[src/rtl/cc_game_pkg.sv]
// Shared definitions for the counter-chase game control blocks:
// turn FSM states, board/player limits and small helpers.
package cc_game_pkg;

    typedef enum logic [1:0] {
        IDLE = 2'd0,
        MOVE = 2'd1,
        PASS = 2'd2
    } state_t;

    localparam int MAX_PLAYERS    = 4;
    localparam int BOARD_LEN      = 24;
    localparam int DEFAULT_STEP_W = 3;

    // Effective player count: N when it is a legal 2..4, otherwise the maximum.
    function automatic logic [2:0] eff_players(input logic [4:0] n);
        if (n >= 5'd2 && n <= 5'd4) begin
            return n[2:0];
        end
        return 3'(MAX_PLAYERS);
    endfunction

    // One-hot advance-enable pattern for a player index.
    function automatic logic [3:0] player_onehot(input logic [1:0] p);
        return 4'b0001 << p;
    endfunction

endpackage

[src/rtl/turn_timer.sv]
// Idle-cycle counter that flags an expired turn after TIMEOUT cycles in IDLE.
// Only instantiated when TURN_TIMEOUT_EN is defined.
module turn_timer #(
    parameter int unsigned TIMEOUT = 255
) (
    input  logic B,
    input  logic rst,
    input  logic clr,
    input  logic en,
    output logic expired
);

    localparam int CNT_W = (TIMEOUT < 1) ? 1 : $clog2(TIMEOUT + 1);

    logic [CNT_W-1:0] cnt;

    assign expired = (cnt == CNT_W'(TIMEOUT));

    // Count enabled cycles, saturating at TIMEOUT; clear has priority.
    always_ff @(posedge B or posedge rst) begin
        if (rst) begin
            cnt <= '0;
        end else if (clr) begin
            cnt <= '0;
        end else if (en && !expired) begin
            cnt <= cnt + 1'b1;
        end
    end

endmodule

[src/rtl/turn_ctrl.sv]
// Turn controller: accepts move/miss requests for the active player, streams
// advance enables to that player's position counter, and rotates the turn.
// Optional feature: define TURN_TIMEOUT_EN to auto-pass after TIMEOUT idle cycles.
module turn_ctrl
    import cc_game_pkg::*;
#(
    parameter int          STEP_W  = DEFAULT_STEP_W,
    parameter int unsigned TIMEOUT = 255
) (
    input  logic              B,
    input  logic              rst,
    input  logic [4:0]        N,
    input  logic              move_req,
    input  logic              match,
    input  logic [STEP_W-1:0] steps,
    output logic              p_da1,
    output logic              p_da2,
    output logic              p_da3,
    output logic              p_da4,
    output logic [1:0]        cur_player,
    output logic              busy,
    output logic              turn_done
);

    state_t            state, next_state;
    logic [STEP_W-1:0] rem, rem_d;
    logic [3:0]        p_da, p_da_d;
    logic [1:0]        cur_d;
    logic              busy_d, done_d;
    logic              accept;
    logic              timer_expired;
    logic [2:0]        neff;
    logic [2:0]        cur_inc;
    logic [1:0]        next_player;

    assign accept  = move_req && (state == IDLE);
    assign neff    = eff_players(N);
    assign cur_inc = {1'b0, cur_player} + 3'd1;
    // Also wraps to 0 when N was lowered below the current player index.
    assign next_player = (cur_inc >= neff) ? 2'd0 : cur_inc[1:0];

`ifdef TURN_TIMEOUT_EN
    turn_timer #(
        .TIMEOUT (TIMEOUT)
    ) u_timer (
        .B       (B),
        .rst     (rst),
        .clr     (accept || (state != IDLE)),
        .en      (state == IDLE),
        .expired (timer_expired)
    );
`else
    assign timer_expired = 1'b0;
`endif

    // State register.
    always_ff @(posedge B or posedge rst) begin
        if (rst) begin
            state <= IDLE;
        end else begin
            state <= next_state;
        end
    end

    // Next-state logic; a real request wins over an idle timeout.
    always_comb begin
        next_state = state;
        case (state)
            IDLE: begin
                if (accept) begin
                    if (!match) begin
                        next_state = PASS;
                    end else if (steps != '0) begin
                        next_state = MOVE;
                    end
                end else if (timer_expired) begin
                    next_state = PASS;
                end
            end
            MOVE: begin
                if (rem <= STEP_W'(1)) begin
                    next_state = IDLE;
                end
            end
            PASS:    next_state = IDLE;
            default: next_state = IDLE;
        endcase
    end

    // Next values of the registered outputs and the remaining-step count.
    always_comb begin
        p_da_d = 4'b0000;
        busy_d = (next_state != IDLE);
        done_d = 1'b0;
        cur_d  = cur_player;
        rem_d  = rem;
        case (state)
            IDLE: begin
                if (accept && match) begin
                    if (steps != '0) begin
                        rem_d  = steps;
                        p_da_d = player_onehot(cur_player);
                    end else begin
                        done_d = 1'b1;
                    end
                end
            end
            MOVE: begin
                if (rem <= STEP_W'(1)) begin
                    rem_d  = '0;
                    done_d = 1'b1;
                end else begin
                    rem_d  = rem - 1'b1;
                    p_da_d = player_onehot(cur_player);
                end
            end
            PASS: begin
                cur_d  = next_player;
                done_d = 1'b1;
            end
            default: ;
        endcase
    end

    // Output registers; reset aborts any move without a completion pulse.
    always_ff @(posedge B or posedge rst) begin
        if (rst) begin
            rem        <= '0;
            p_da       <= 4'b0000;
            cur_player <= 2'd0;
            busy       <= 1'b0;
            turn_done  <= 1'b0;
        end else begin
            rem        <= rem_d;
            p_da       <= p_da_d;
            cur_player <= cur_d;
            busy       <= busy_d;
            turn_done  <= done_d;
        end
    end

    assign p_da1 = p_da[0];
    assign p_da2 = p_da[1];
    assign p_da3 = p_da[2];
    assign p_da4 = p_da[3];

endmodule

[config.mk]
export PLATFORM = sky130hd
export DESIGN_NAME = turn_ctrl
export DESIGN_NICKNAME = d
export VERILOG_FILES = /design/src/rtl/cc_game_pkg.sv /design/src/rtl/turn_timer.sv /design/src/rtl/turn_ctrl.sv
export SDC_FILE = /design/constraint.sdc
export NUM_CORES = 1
export LEC_CHECK = 0
export BUFFER_PORTS_ARGS = -buffer_cell sky130_fd_sc_hd__buf_4
export CORE_AREA = 2 2 59 50
export CTS_CLUSTER_DIAMETER = 120
export CTS_CLUSTER_SIZE = 14
export DETAILED_ROUTE_END_ITERATION = 16
export DIE_AREA = 0 0 61 52
export SYNTH_ARGS = -nofsm -noshare
export SYNTH_HDL_FRONTEND = slang
export SYNTH_SLANG_ARGS = --single-unit
export TNS_END_PERCENT = 5
[constraint.sdc]
create_clock -name B -period 3.1 [get_ports B]
set_input_delay 0.62 -clock B [delete_from_list [all_inputs] [get_ports B]]
set_output_delay 0.62 -clock B [all_outputs]
set_load 0.05 [all_outputs]
=== Yosys cells after proc, flatten, opt, wreduce, memory -nomap -nowiden ===
Index checks and enable logic that the tools add are counted.

* Add/subtract/negate cells: 2
* Magnitude comparators: 4
* Equality and inequality tests: 4
* Shift operators: 1
* Reduce and logical (&&, ||, !) cells: 8
* Mux-type cells: 21

{| class="wikitable"
|+ Operators by type and width
! operator !! number
|-
| two-way mux 3 bit || 5
|-
| two-way mux 4 bit || 3
|-
| two-way mux 2 bit || 5
|-
| one-hot mux 4 bit (2 select lines) || 1
|-
| one-hot mux 3 bit (2 select lines) || 1
|-
| greater-or-equal comparator 5 x 2 -> 1 bit (second input constant) || 1
|-
| less-or-equal comparator 5 x 3 -> 1 bit (second input constant) || 1
|-
| two-way mux 1 bit || 4
|-
| != test 2 x 1 -> 1 bit (second input constant) || 2
|-
| one-hot mux 2 bit (2 select lines) || 1
|-
| nonzero test 2 bit || 2
|-
| left shift 1 x 2 -> 4 bit (first input constant) || 1
|-
| adder 2 x 1 -> 3 bit (second input constant) || 1
|-
| greater-or-equal comparator 3 bit || 1
|-
| less-or-equal comparator 3 x 1 -> 1 bit (second input constant) || 1
|-
| logical AND 1 bit || 3
|-
| one-hot mux 1 bit (3 select lines) || 1
|-
| AND reduction 3 bit || 1
|-
| nonzero test 3 bit || 1
|-
| subtractor 3 x 1 -> 3 bit (second input constant) || 1
|-
| == test 2 x 1 -> 1 bit (second input constant) || 1
|-
| == test 2 bit (second input constant) || 1
|-
| logical NOT 2 bit || 1
|}

* Input bits: 12
* Logic and storage cells: 46
* Register bits: 13

=== Longest topological paths before layout ===
* Word-level depth: 6
* Depth in mapped cells: 7

=== Worst setup path before layout ===
No wires, ideal clock.

* Path type: in2reg
* Start: in N[3]
* End: reg cur_player[1]
* Required time: 3005 ps
* Slack: 1195 ps
* Data arrival time: 1809 ps
* Buffers on the path: 0
* Stages: 6
* Cell sequence: nor4b_1 -> and2_1 -> ha_1 -> o21ai_0 -> a21oi_1 -> o31ai_1

* Cells in the longest elaborated chain, start to end: 6

{| class="wikitable"
|+ RTL lines
! what !! line !! source
|-
| from (decl) || turn_ctrl.sv:12 || <nowiki>input logic [4:0] N,</nowiki>
|-
| greater-or-equal comparator 5 x 2 -> 1 bit / less-or-equal comparator 5 x 3 -> 1 bit (equally long branches) || cc_game_pkg.sv:17 || <nowiki>if (n >= 5'd2 && n <= 5'd4) begin</nowiki>
|-
| logical AND 1 bit * || cc_game_pkg.sv:17 ||
|-
| two-way mux 1 bit * || cc_game_pkg.sv:17 ||
|-
| two-way mux 3 bit * || cc_game_pkg.sv:20 || <nowiki>return 3'(MAX_PLAYERS);</nowiki>
|-
| greater-or-equal comparator 3 bit * || turn_ctrl.sv:40 || <nowiki>assign next_player = (cur_inc >= neff) ? 2'd0 : cur_inc[1:0];</nowiki>
|-
| two-way mux 2 bit * || turn_ctrl.sv:40 ||
|-
| to (signal assigned) || turn_ctrl.sv:136 || <nowiki>cur_player <= cur_d;</nowiki>
|-
| to (decl) || turn_ctrl.sv:20 || <nowiki>output logic [1:0] cur_player,</nowiki>
|}

Every way passes the cells marked *; elsewhere a longest branch is shown, timed or not.
A chain may end at the register's enable or synchronous reset.

=== Worst setup path after layout ===
Same ends and word-level chain as after synthesis.

==> flow_summary.toml <==
[run_status]
status = "finished, final reports clean"

[route]
dr.pass1.iters = 4
drc = 0
drtIter0Drc = 49
wire_per_inst_um = 10.1
vias = 587
ant_nets = 0
routed_wl_um = 1360
via_per_inst = 4.35

[synth]
synth_top_family_by_area = "simple AND/OR/NAND/NOR gates"
synth.avg_cell_area_um2 = 9.89
synth-compound-area-share_pct = 14.3
yosys.area_share.simple_pct = 20.2
synthCells = 75
synth_seq_cells = 13
synth_fa_ha_area_share_pct = 15.2
synth.distinct_cells = 26
synth.area.mux_share_pct = 1.35
synth_area_um2 = 742
synth-xor-area-share_pct = 0
synthesis.nets = 96
yosysWarningCount = 0
synth_seq_area_share_pct = 43.8

[setup_path]
reg2reg_from = "cur_player[0]$_DFFE_PP0P_"
r2r_slack_ps = 1450
arrival_ps = 2020
startpoint_type = "primary input"
crit_start = "N[3]"
r2r-end = "cur_player[0]$_DFFE_PP0P_"
path_max_fanout = 3
criticalPathCategory = "primary input to register"
crit_path_end_kind = "register"
critPathRequiredTime_ps = 3290
worstRegToRegCells = 6

[floorplan]
dieArea_um2 = 3170
rows = 17
core_area_um2 = 2620
die_w_um = 61
initial_core_util_pct = 28.4
pin_count = 20
die_height_um = 52

[pwr]
ir_worst_vdd_uv = 297
powerDensity_nw_per_um2 = 962
p_clk_share_pct = 11.4
p_int_uw = 479
combPwrFrac_pct = 55.4
p_seq_share_pct = 33.2
p_switching_uw = 440
swShare_pct = 47.9
p_leak_nw = 0.474

[cts]
clock_sinks = 13
clk_latency_ps = 270
clk_pin_slew_ps = 80
htreeDepth = 1
root_buffer = "clkbuf_4"
cts_tree = "yes"
holdBufCountCts = 0
clockBufferDepth = 2
post_cts_resized = 0
cts_made_buffers = 3
post-cts-setup-buffers = 0

[timing]
period_minus_slack_ps = 1830
fmax_mhz = 546
finalHoldViolCount = 0
slew_viol_final = 0
finalCritPeriodShare_pct = 59.1
slew_headroom_pct = 66.6
rsz0062_at_grt = "false"
setup_viol = 0
worst_pin_slew_ps = 501
clock_skew_ps = 0.687
fin_setup_tns_ps = 0

[global_route]
grt_antenna_before_repair = 0
grt_pass1_wl_um = 2210
grt_pass1_vias = 512
grt_max_degree = 14
overflow = 0
grt_usage_pct = 9.68

[worst_hold_path]
hold_path_class = "primary input to async pin"

[cells_and_area]
drive_above_1_share_pct = 27.8
mostFrequentLayoutCells = "19 x buf_4, 13 x dfrtp_1, 9 x inv_1, 9 x ha_1, 7 x nor2_1"
fill_cells = 274
fin_nets = 119
num_antenna_cells = 0
final_common_cell = "buf_4"
syn2layout_area_growth_pct = 28.8
fin_util_pct = 36.5

[placement]
port_buffers = 19
place_hpwl_um = 1060
gp_congestion = 0.769

[job]
max_cap_violations = 0
## cells in the mapped netlist
cell type,n,share of area (%)
o21ai_0,3,2.0
a211oi_2,1,1.7
and2_1,5,4.2
nor4b_1,1,1.2
o21ba_2,1,1.3
dfrtp_1,13,44
o31ai_1,1,1.0
o311ai_1,1,1.2
a221oi_1,1,1.2
nand2b_1,3,2.5
o21a_1,1,1.0
inv_1,9,4.6
nor2b_1,1,0.84
mux2i_1,1,1.3
o211ai_1,1,1.0
or3b_4,1,1.5
nand2_1,6,3.0
nor3_1,1,0.67
o22ai_1,1,0.84
or3_4,1,1.5
nor2_1,7,3.5
clkbuf_1,1,0.51
a21oi_1,2,1.3
nand4b_1,1,1.2
ha_1,9,15
a31oi_1,2,1.7
## power groups by stage
stage,logic (mW),clock network (mW),registers [mW]
floorplan,0.237,0,0.447
finish,0.509,0.105,0.306
detailed placement,0.521,0,0.310
CTS,0.520,0.115,0.307
global placement,0.509,0,0.308
global route,0.579,0.120,0.318
## cell type report
type / count / area (µm²) / share of cell area [%]
timing repair buffer: 19 / 143 / 14.9
multi-input combinational: 52 / 379 / 39.7
clock inverter: 1 / 5.00 / 0.524
sequential: 13 / 325 / 34.0
clock buffer: 3 / 22.5 / 2.36
tap: 38 / 47.5 / 4.97
inverter: 9 / 33.8 / 3.53
## worst max path at each step
stage                                           end  slack [ps]  depth (start not counted)
after global routing      cur_player[1]$_DFFE_PP0P_        1080                          7
after CTS                 cur_player[1]$_DFFE_PP0P_        1260                          7
final                     cur_player[1]$_DFFE_PP0P_        1270                          7
after floorplan           cur_player[1]$_DFFE_PP0P_        1200                          6
after detailed placement  cur_player[1]$_DFFE_PP0P_         960                          7
after global placement    cur_player[1]$_DFFE_PP0P_        1000                          7
## per-layer routing
metal	global-route usage, %	wire length (µm)
met5	0	0
met4	2.17	0
met3	4.48	92
met2	13.8	641
met1	13.2	630
## critical path, cell delays in order
cell and delay [ps]:
buf_4 110, nor4b_1 440, and2_1 200, ha_1 220, o21ai_0 160, a21oi_1 100, o31ai_1 180
## cells by family (layout without fill, tap and decap cells)
group | count (synthesis) | in the layout
compound gates | 15 | 15
buf+inv | 10 | 32
fa+ha+maj | 9 | 9
simple gates | 27 | 27
mux | 1 | 1
flops | 13 | 13
## flip-flops by register name, summed over array words and instances (netlist names)
register	count
p_da	4
rem	3
cur_player	2
state	2
busy	1
turn_done	1
## through the flow
stage	worst slack [ps]	hold WS, ps	cells	instance area [µm²]	total power, mW
detailed placement	960	548	131	928	0.830
floorplan	1200	497	75	742	0.684
global route	1080	387	135	956	1.02
CTS	1260	362	135	956	0.943
global placement	998	537	131	928	0.817
finish	1270	367	135	956	0.919
No activity file was read; power rests on OpenSTA's default activity.
